## src/rtl/text_pkg.sv

```systemverilog
// Shared text-mode definitions: opcodes, executor state encoding and default geometry.
// Also imported by the CPU register file so both sides agree on opcode values.
package text_pkg;

    localparam int DEFAULT_COLS = 80;
    localparam int DEFAULT_ROWS = 30;

    localparam logic [7:0] TEXT_WRITE    = 8'h00;
    localparam logic [7:0] TEXT_POSITION = 8'h01;
    localparam logic [7:0] TEXT_CLEAR    = 8'h02;
    localparam logic [7:0] GET_TEXT_AT   = 8'h03;

    localparam logic [7:0] SPACE_CHAR = 8'h20;

    typedef enum logic [2:0] {
        IDLE, EXEC, FILL, RD_WAIT, SCROLL_RD, SCROLL_WR, SCROLL_CLR, DONE
    } state_t;

    // Pixel opcodes (0x10 and up) belong to the graphics executor.
    function automatic logic is_text_op(input logic [7:0] op);
        return op <= GET_TEXT_AT;
    endfunction

endpackage

```

## src/rtl/text_cursor.sv

```systemverilog
// Text cursor: col/row counters with load, advance and a bounds check on candidate coordinates.
// With TEXT_SCROLL_EN defined it also exports a flag marking the last cell of the screen.
module text_cursor
    import text_pkg::*;
#(
    parameter int COLS = DEFAULT_COLS,
    parameter int ROWS = DEFAULT_ROWS
) (
    input  logic       clk,
    input  logic       reset,
    input  logic       load,
    input  logic [7:0] load_col,
    input  logic [7:0] load_row,
    input  logic       advance,
    input  logic [7:0] check_col,
    input  logic [7:0] check_row,
`ifdef TEXT_SCROLL_EN
    output logic       at_last_cell,
`endif
    output logic       check_ok,
    output logic [7:0] col,
    output logic [7:0] row
);
    localparam logic [7:0] LAST_COL = 8'(COLS - 1);
    localparam logic [7:0] LAST_ROW = 8'(ROWS - 1);

`ifdef TEXT_SCROLL_EN
    assign at_last_cell = (col == LAST_COL) && (row == LAST_ROW);
`endif
    assign check_ok = (check_col <= LAST_COL) && (check_row <= LAST_ROW);

    // NOTE: state registers use non-blocking assignments so every flop samples pre-edge values.
    always_ff @(posedge clk) begin
        if (reset) begin
            col <= '0;
            row <= '0;
        end else if (load) begin
            col <= load_col;
            row <= load_row;
        end else if (advance) begin
            if (col == LAST_COL) begin
                col <= '0;
                row <= (row == LAST_ROW) ? '0 : row + 8'd1;
            end else begin
                col <= col + 8'd1;
            end
        end
    end

endmodule

```

## src/rtl/text_instruction_executor.sv

```systemverilog
// Executes text opcodes 0x00-0x03 against character VRAM over a req/ack port.
// Define TEXT_SCROLL_EN to scroll the screen up on a cursor wrap past the last row.
module text_instruction_executor
    import text_pkg::*;
#(
    parameter int COLS   = DEFAULT_COLS,
    parameter int ROWS   = DEFAULT_ROWS,
    parameter int ADDR_W = 12
) (
    input  logic              clk,
    input  logic              reset,
    input  logic [7:0]        instruction,
    input  logic [7:0]        arg0,
    input  logic [7:0]        arg1,
    input  logic              instruction_start,
    output logic              instruction_busy,
    output logic              instruction_finished,
    output logic              instruction_error,
    output logic [7:0]        result_0,
    output logic [7:0]        result_1,
    output logic              vram_req,
    output logic              vram_we,
    output logic [ADDR_W-1:0] vram_addr,
    output logic [15:0]       vram_wdata,
    input  logic              vram_ack,
    input  logic [15:0]       vram_rdata
);
    localparam logic [ADDR_W-1:0] COLS_A    = ADDR_W'(COLS);
    localparam logic [ADDR_W-1:0] LAST_CELL = ADDR_W'(COLS * ROWS - 1);
`ifdef TEXT_SCROLL_EN
    localparam logic [ADDR_W-1:0] LAST_ROW_BASE = ADDR_W'((ROWS - 1) * COLS);
    localparam logic [7:0]        LAST_ROW      = 8'(ROWS - 1);
    logic at_last_cell;
`endif

    state_t      state;
    logic [7:0]  op, arg0_q, arg1_q;
    logic [7:0]  cur_col, cur_row, load_col, load_row;
    logic        cur_load, cur_advance, arg_ok;
    logic        acked;

    function automatic logic [ADDR_W-1:0] cell_addr(input logic [7:0] c, input logic [7:0] r);
        return ADDR_W'(r) * COLS_A + ADDR_W'(c);
    endfunction

    assign acked = vram_req && vram_ack;

    text_cursor #(.COLS(COLS), .ROWS(ROWS)) u_cursor (
        .clk       (clk),
        .reset     (reset),
        .load      (cur_load),
        .load_col  (load_col),
        .load_row  (load_row),
        .advance   (cur_advance),
        .check_col (arg0_q),
        .check_row (arg1_q),
`ifdef TEXT_SCROLL_EN
        .at_last_cell (at_last_cell),
`endif
        .check_ok  (arg_ok),
        .col       (cur_col),
        .row       (cur_row)
    );

    // NOTE: every always_comb output gets a default first so no path can infer a latch.
    always_comb begin
        cur_load    = 1'b0;
        load_col    = 8'd0;
        load_row    = 8'd0;
        cur_advance = (state == FILL) && (op == TEXT_WRITE) && acked;
        if (state == EXEC && op == TEXT_POSITION && arg_ok) begin
            cur_load = 1'b1;
            load_col = arg0_q;
            load_row = arg1_q;
        end else if (state == FILL && op == TEXT_CLEAR && acked && vram_addr == LAST_CELL) begin
            cur_load = 1'b1;
        end
`ifdef TEXT_SCROLL_EN
        else if (state == SCROLL_CLR && acked && vram_addr == LAST_CELL) begin
            cur_load = 1'b1;
            load_row = LAST_ROW;
        end
`endif
    end

    always_ff @(posedge clk) begin
        if (reset) begin
            state                <= IDLE;
            op                   <= '0;
            arg0_q               <= '0;
            arg1_q               <= '0;
            instruction_busy     <= 1'b0;
            instruction_finished <= 1'b0;
            instruction_error    <= 1'b0;
            result_0             <= '0;
            result_1             <= '0;
            vram_req             <= 1'b0;
            vram_we              <= 1'b0;
            vram_addr            <= '0;
            vram_wdata           <= '0;
        end else begin
            case (state)
                IDLE, DONE: begin
                    instruction_finished <= 1'b0;
                    state                <= IDLE;
                    if (instruction_start && is_text_op(instruction)) begin
                        op                <= instruction;
                        arg0_q            <= arg0;
                        arg1_q            <= arg1;
                        instruction_error <= 1'b0;
                        instruction_busy  <= 1'b1;
                        state             <= EXEC;
                    end
                end
                EXEC: begin
                    case (op)
                        TEXT_WRITE: begin
                            vram_req   <= 1'b1;
                            vram_we    <= 1'b1;
                            vram_addr  <= cell_addr(cur_col, cur_row);
                            vram_wdata <= {arg0_q, arg1_q};
                            state      <= FILL;
                        end
                        TEXT_POSITION: begin
                            instruction_error    <= !arg_ok;
                            instruction_busy     <= 1'b0;
                            instruction_finished <= 1'b1;
                            state                <= DONE;
                        end
                        TEXT_CLEAR: begin
                            vram_req   <= 1'b1;
                            vram_we    <= 1'b1;
                            vram_addr  <= '0;
                            vram_wdata <= {arg0_q, SPACE_CHAR};
                            state      <= FILL;
                        end
                        default: begin
                            if (arg_ok) begin
                                vram_req  <= 1'b1;
                                vram_we   <= 1'b0;
                                vram_addr <= cell_addr(arg0_q, arg1_q);
                                state     <= RD_WAIT;
                            end else begin
                                instruction_error    <= 1'b1;
                                instruction_busy     <= 1'b0;
                                instruction_finished <= 1'b1;
                                state                <= DONE;
                            end
                        end
                    endcase
                end
                // Single-cell writes and clear sweeps share this state; op tells them apart.
                FILL: begin
                    if (acked) begin
                        if (op == TEXT_WRITE) begin
                            vram_req <= 1'b0;
`ifdef TEXT_SCROLL_EN
                            if (at_last_cell) begin
                                vram_req  <= 1'b1;
                                vram_we   <= 1'b0;
                                vram_addr <= COLS_A;
                                state     <= SCROLL_RD;
                            end else begin
                                instruction_busy     <= 1'b0;
                                instruction_finished <= 1'b1;
                                state                <= DONE;
                            end
`else
                            instruction_busy     <= 1'b0;
                            instruction_finished <= 1'b1;
                            state                <= DONE;
`endif
                        end else if (vram_addr == LAST_CELL) begin
                            vram_req             <= 1'b0;
                            instruction_busy     <= 1'b0;
                            instruction_finished <= 1'b1;
                            state                <= DONE;
                        end else begin
                            vram_addr <= vram_addr + ADDR_W'(1);
                        end
                    end
                end
                RD_WAIT: begin
                    if (acked) begin
                        vram_req             <= 1'b0;
                        result_0             <= vram_rdata[7:0];
                        result_1             <= vram_rdata[15:8];
                        instruction_busy     <= 1'b0;
                        instruction_finished <= 1'b1;
                        state                <= DONE;
                    end
                end
`ifdef TEXT_SCROLL_EN
                // Copy each cell one row up: read cell+COLS, then write it back at cell.
                SCROLL_RD: begin
                    if (acked) begin
                        vram_we    <= 1'b1;
                        vram_addr  <= vram_addr - COLS_A;
                        vram_wdata <= vram_rdata;
                        state      <= SCROLL_WR;
                    end
                end
                SCROLL_WR: begin
                    if (acked) begin
                        if (vram_addr == LAST_ROW_BASE - ADDR_W'(1)) begin
                            vram_addr  <= LAST_ROW_BASE;
                            vram_wdata <= {arg0_q, SPACE_CHAR};
                            state      <= SCROLL_CLR;
                        end else begin
                            vram_we   <= 1'b0;
                            vram_addr <= vram_addr + ADDR_W'(1) + COLS_A;
                            state     <= SCROLL_RD;
                        end
                    end
                end
                SCROLL_CLR: begin
                    if (acked) begin
                        if (vram_addr == LAST_CELL) begin
                            vram_req             <= 1'b0;
                            instruction_busy     <= 1'b0;
                            instruction_finished <= 1'b1;
                            state                <= DONE;
                        end else begin
                            vram_addr <= vram_addr + ADDR_W'(1);
                        end
                    end
                end
`endif
                default: state <= IDLE;
            endcase
        end
    end

endmodule
```

## config.mk

```make
export PLATFORM = sky130hd
export DESIGN_NAME = text_instruction_executor
export DESIGN_NICKNAME = d
export VERILOG_FILES = /design/src/rtl/text_pkg.sv /design/src/rtl/text_cursor.sv /design/src/rtl/text_instruction_executor.sv
export SDC_FILE = /design/constraint.sdc
export NUM_CORES = 1
export LEC_CHECK = 0
export BUFFER_PORTS_ARGS = -buffer_cell sky130_fd_sc_hd__buf_2
export CAP_MARGIN = 20
export CORE_MARGIN = 5
export CORE_UTILIZATION = 34
export CTS_BUF_LIST = sky130_fd_sc_hd__clkbuf_4 sky130_fd_sc_hd__clkbuf_8
export DETAILED_ROUTE_END_ITERATION = 8
export PLACE_DENSITY = 0.59
export SLEW_MARGIN = 0
export SYNTH_ARGS = -nofsm -noshare
export SYNTH_HDL_FRONTEND = slang
export SYNTH_SLANG_ARGS = --single-unit
```

## constraint.sdc

```tcl
create_clock -name clk -period 3.1 [get_ports clk]
set_input_delay 0.465 -clock clk [delete_from_list [all_inputs] [get_ports clk]]
set_output_delay 0.465 -clock clk [all_outputs]
set_load 0.02 [all_outputs]
```

## After elaboration in Yosys (flattened, before gate mapping)

Cells that the tools add are included.

- Register bits after elaboration: 92
- Output and inout port bits: 49
- Logic and storage cells: 129

- Magnitude comparators: 3
- Reductions and logical operators: 34
- Add/subtract/negate cells: 5
- Muxes and demuxes: 49
- Bitwise gates (word level): 1
- Eq/ne operators: 20
- Multipliers: 2

Operators with widths:

| cell | count |
|---|---|
| 8-bit 2-to-1 mux | 9 |
| 12-bit 2-to-1 mux | 4 |
| 12-bit case mux with 3 select lines | 1 |
| 16-bit case mux with 2 select lines | 1 |
| 12-bit by 8-bit adder with 12-bit output | 2 |
| 12-bit case mux with 2 select lines | 1 |
| 6-bit AND reduction | 3 |
| 1-bit 2-to-1 mux | 17 |
| 8-bit by 1-bit adder with 8-bit output, second input constant | 2 |
| 8-bit by 3-bit multiplier with 8-bit output, second input constant | 2 |
| 3-bit 2-to-1 mux | 5 |
| 2-bit != test, second input constant | 7 |
| 12-bit by 1-bit adder with 12-bit output, second input constant | 1 |
| 12-bit equality test, second input constant | 1 |
| 1-bit case mux with 2 select lines | 6 |
| 3-bit case mux with 4 select lines | 1 |
| 2-bit nonzero test | 6 |
| 1-bit logical AND | 10 |
| 8-bit by 1-bit equality test with 1-bit output, second input constant | 1 |
| 8-bit by 2-bit equality test with 1-bit output, second input constant | 1 |
| 8-bit by 5-bit equality test with 1-bit output, second input constant | 1 |
| 8-bit by 7-bit equality test with 1-bit output, second input constant | 1 |
| 8-bit by 2-bit less-or-equal comparator with 1-bit output, second input constant | 1 |
| 8-bit by 5-bit less-or-equal comparator with 1-bit output, second input constant | 1 |
| 21 further kinds | 29 |

## Logic depth before layout (Yosys ltp)

- Depth after elaboration: 8
- Gate-level depth with buffers: 10
- Mapped depth without buffers: 10

## Cells and area by module

From an unflattened synthesis, not the netlist that was laid out.

- Cell total of the unflattened synthesis: 640
- Area, all modules: 5,315.1 µm²

By module, submodules not included:

| module | instances | cells each | seq. area each (µm²) | area each (µm²) |
|---|---|---|---|---|
| text_instruction_executor | 1 | 507 | 1,521.5 | 4,231.6 |
| text_cursor | 1 | 133 | 320.3 | 1,083.5 |

## Worst setup path before layout

Ideal clock, no wire load.

- Path kind: reg-to-reg
- Start: register u_cursor.row[1]
- End: register vram_addr[11]
- Library setup time: 0.074 ns
- Buffers on the path: 0
- Arrival time: 2.587 ns
- Stages on the path, launching flop included: 10
- Clock period less this slack: 2.661 ns
- Path slack: 0.439 ns
- Path through: dfxtp_1 ha_1 ha_1 inv_1 fa_1 nand2b_1 nor4_1 xnor3_1 or4_1 a31oi_1

- Cells in the longest elaborated chain, start to end: 4

RTL lines:

| item | RTL line | text |
|---|---|---|
| start, declared | text_cursor.sv:22 | `output logic [7:0] row` |
| start signal, assigned | text_cursor.sv:39 | `row <= load_row;` |
| start signal, assigned | text_cursor.sv:43 | `row <= (row == LAST_ROW) ? '0 : row + 8'd1;` |
| 8-bit by 3-bit multiplier with 8-bit output | text_instruction_executor.sv:43 | `return ADDR_W'(r) * COLS_A + ADDR_W'(c);` |
| 12-bit by 8-bit adder with 12-bit output | text_instruction_executor.sv:43 |  |
| 12-bit case mux with 3 select lines | text_instruction_executor.sv:116 | `case (op)` |
| 12-bit case mux with 2 select lines | text_instruction_executor.sv:102 | `case (state)` |
| end signal, assigned | text_instruction_executor.sv:120 | `vram_addr <= cell_addr(cur_col, cur_row);` |
| end signal, assigned | text_instruction_executor.sv:141 | `vram_addr <= cell_addr(arg0_q, arg1_q);` |
| end signal, assigned | text_instruction_executor.sv:179 | `vram_addr <= vram_addr + ADDR_W'(1);` |
| end, declared | text_instruction_executor.sv:23 | `output logic [ADDR_W-1:0] vram_addr,` |

No other way between the ends.
A chain may end at the register's enable or synchronous reset.

## Worst setup path in the final report

- Start: register u_cursor.row[0]
- End: register vram_addr[11]

The elaborated chain is that of the path after synthesis.

==> flow_metrics.env <==
export IMPL_vdd_ir_drop_worst_mv=0.253
export IMPL_crit_chain="ha_1, ha_1, inv_1, fa_1, xnor2_2, nand2b_1, nor4_1, xnor3_1, or4_1, a31oi_1"
export IMPL_startpoint_type="flop"
export IMPL_first_pass_iters=5
export IMPL_tritoncts="done"
export IMPL_grt_total_usage=0.174
export IMPL_max_stage_delay_ns=0.49
export IMPL_fp_row_count=45
export IMPL_period_share=0.909
export IMPL_antenna_left=0
export IMPL_die_y_um=133
export IMPL_syn_avg_cell_area_um2=8.14
export IMPL_finalCriticalPeriod_ns=2.82
export IMPL_synth_seq_cells=92
export IMPL_die_w_um=133
export IMPL_antenna_found_initial=0
export IMPL_worstSetupPathType="flop to flop"
export IMPL_ys_seq_area_frac=0.357
export IMPL_tns_ns=0
export IMPL_powerDensity_nw_per_um2=339
export IMPL_boundaryPins=93
export IMPL_hp_class="input port to flop"
export IMPL_syn_area_um2=5160
export IMPL_fin_skew_ns=0.0105
export IMPL_gp_congestion=0.900
export IMPL_async_flop_share=0
export IMPL_cp_arrival_ns=3.12
export IMPL_place_ws_ns=0.156
export IMPL_hold_slack_ns=0.313
export IMPL_worstPathMaxFanout=8
export IMPL_hold_viol=0
export IMPL_setup_ws_ns=0.283
export IMPL_place_hpwl_um=11700
export IMPL_max_cap_viol_count=0
export IMPL_wl_per_cell_um=17.0
export IMPL_setup_viol=0
export IMPL_area_growth_pct=16.7
export IMPL_rsz0062_at_grt="false"
export IMPL_synthFlopType="dfxtp_1"
export IMPL_initial_utilization=0.343
export IMPL_core_region_area_um2=15000
export IMPL_synth_edf_count=0
export IMPL_netlist_instances=634
export IMPL_worst_pin_slew_ns=0.812
export IMPL_grt_max_degree=48
export IMPL_cts_root_buf="clkbuf_8"
export IMPL_htree_levels=3
export IMPL_cp_top_family="adder cells"
export IMPL_crit_required_ns=3.41
export IMPL_grt_pass1_wl_um=25300
export IMPL_cts_buffers=9
export IMPL_viasPerCell=5.54
export IMPL_grt_overflow=0
export IMPL_antennaDiodeCount=0
export IMPL_drc=0
export IMPL_routed_wl_um=15500
export IMPL_crit_top_cell="ha_1"
export IMPL_drt_iter0_drc=365
export IMPL_multiInputGateArea_um2=3140
export IMPL_p_leak_nw=2.73
export IMPL_worstSetupEndpointType="flop"
export IMPL_worst_path_buf_inv=1
export IMPL_max_slew_margin=0.459
export IMPL_finalNetCount=798
export IMPL_report_final_slew_viol_count=0
export IMPL_insertion_delay_ns=0.38
export IMPL_drive_above_1_share=0.190
export IMPL_clkTransAtPathRegs_ns=0.10
export IMPL_num_vias=5060
export IMPL_fmax_ghz=0.355
export IMPL_die_area_um2=17700
export IMPL_syn_nets=712
export IMPL_cpMaxStageDelayCell="dfxtp_1"
export IMPL_ys_types=62
export IMPL_io_buffers=92
export IMPL_grt_pass1_vias=4943
export IMPL_filler_cell_count=1544
export IMPL_cts_sinks=92
export IMPL_clock_path_buffers=2
export IMPL_regArea_um2=1840
export IMPL_ys_warn_count=0
export IMPL_status="finished, final reports clean"
## registers in the layout, indices dropped and copies added (netlist names)
register and flops:
u_cursor.row 8, vram_we 1, result_1 8, arg1_q 8, u_cursor.col 8, vram_wdata 16, vram_req 1, instruction_finished 1
arg0_q 8, vram_addr 12, state 3, instruction_error 1, result_0 8, instruction_busy 1, op 8
## layout by cell type (no fill, tap or decap), types with 16 or more instances in the layout
| cell | n |
|---|---|
| dfxtp_1 | 91 |
| nand2_1 | 80 |
| and3_1 | 23 |
| nor3_1 | 25 |
| a21oi_1 | 76 |
| nand3_1 | 30 |
| buf_2 | 92 |
| inv_1 | 16 |
| ha_1 | 30 |
| o21ai_0 | 25 |
| nor2_1 | 53 |
| mux2i_1 | 19 |
## worst paths after layout
kind | endpoint | cells after the start | slack [ns] | from
max | vram_addr[11] | 10 | 0.28 | u_cursor.row[0]
min | op[0] | 3 | 0.31 | instruction[0]
max reg2reg | vram_addr[11] | 10 | 0.28 | u_cursor.row[0]
min reg2reg | result_0[4] | 2 | 0.46 | result_0[4]
## routing by layer
metal	global-route usage	wire length, um	vias to the layer above
met3	0.0329	938	21
met4	0.0651	248	0
met2	0.285	7410	160
met1	0.229	6940	2403
li1	-	-	2476
met5	0	0	-
## logic make-up (layout without fill, tap and decap cells)
group                    Yosys count  in the layout  synth area share
adder cells (fa/ha/maj)           34             34            0.0882
flip-flops                        92             92             0.357
AO/OA/AOI/OAI                    161            161             0.191
AND/OR/NAND/NOR                  264            264             0.257
XOR/XNOR                          18             18            0.0332
multiplexers                      19             19            0.0368
buffers and inverters             46            137            0.0371
## tightest hold or removal path: cells and delay by family
family        cells  cell delay [ns]
buf+inv           1             0.07
mux               1             0.05
simple gates      1             0.07
## where the power goes
group	switching [mW]	total, mW	internal [mW]
clock network	0.452	0.777	0.326
logic	0.0451	0.0779	0.0328
registers	0.00440	1.19	1.18
total	0.501	2.04	1.54
## final cells by class
cell class,instances,area share
multi-input combinational,496,0.520
sequential,92,0.306
timing repair buffer,105,0.0947
tap,188,0.0390
clock buffer,11,0.0241
inverter,16,0.00996
clock inverter,5,0.00602
## what timing repair did
item,4_1_cts,5_1_grt
setup endpoints to repair,0,1
resized for setup,0,2
hold buffers,0,0
setup buffers,0,0
## per-stage QoR
| step | cell area [um^2] | power (mW) | std cells | util |
|---|---|---|---|---|
| after floorplan | 5160 | 1.25 | 634 | - |
| after global placement | 5840 | 1.29 | 897 | 0.388 |
| after detailed placement | 5840 | 1.29 | 897 | 0.388 |
| after global routing | 6030 | 2.12 | 913 | 0.401 |
| final | 6030 | 2.04 | 913 | 0.401 |
| after CTS | 6020 | 2.07 | 913 | 0.400 |
## synthesized netlist by cell type, types with 4 or more instances
cell | instances | area [um^2]
nand4_1 | 5 | 31.3
and2_1 | 6 | 37.5
a32oi_1 | 5 | 43.8
nor2_1 | 53 | 199
nor4_1 | 5 | 31.3
nand2_1 | 80 | 300
a21o_1 | 8 | 60.1
a31oi_1 | 5 | 31.3
ha_1 | 30 | 375
dfxtp_1 | 92 | 1840
clkbuf_1 | 22 | 82.6
o32ai_1 | 4 | 35.0
nand3_1 | 30 | 150
mux2i_1 | 19 | 190
and3_1 | 23 | 144
or3_1 | 4 | 25.0
a21oi_1 | 76 | 380
buf_2 | 6 | 30.0
fa_1 | 4 | 80.1
inv_1 | 16 | 60.1
nand2b_1 | 4 | 25.0
nor3_1 | 25 | 125
a22oi_1 | 8 | 60.1
o311ai_0 | 4 | 35.0
o21ai_0 | 25 | 125
xor2_1 | 7 | 61.3
xnor2_1 | 10 | 87.6
Power figures use the tool's default switching activity.
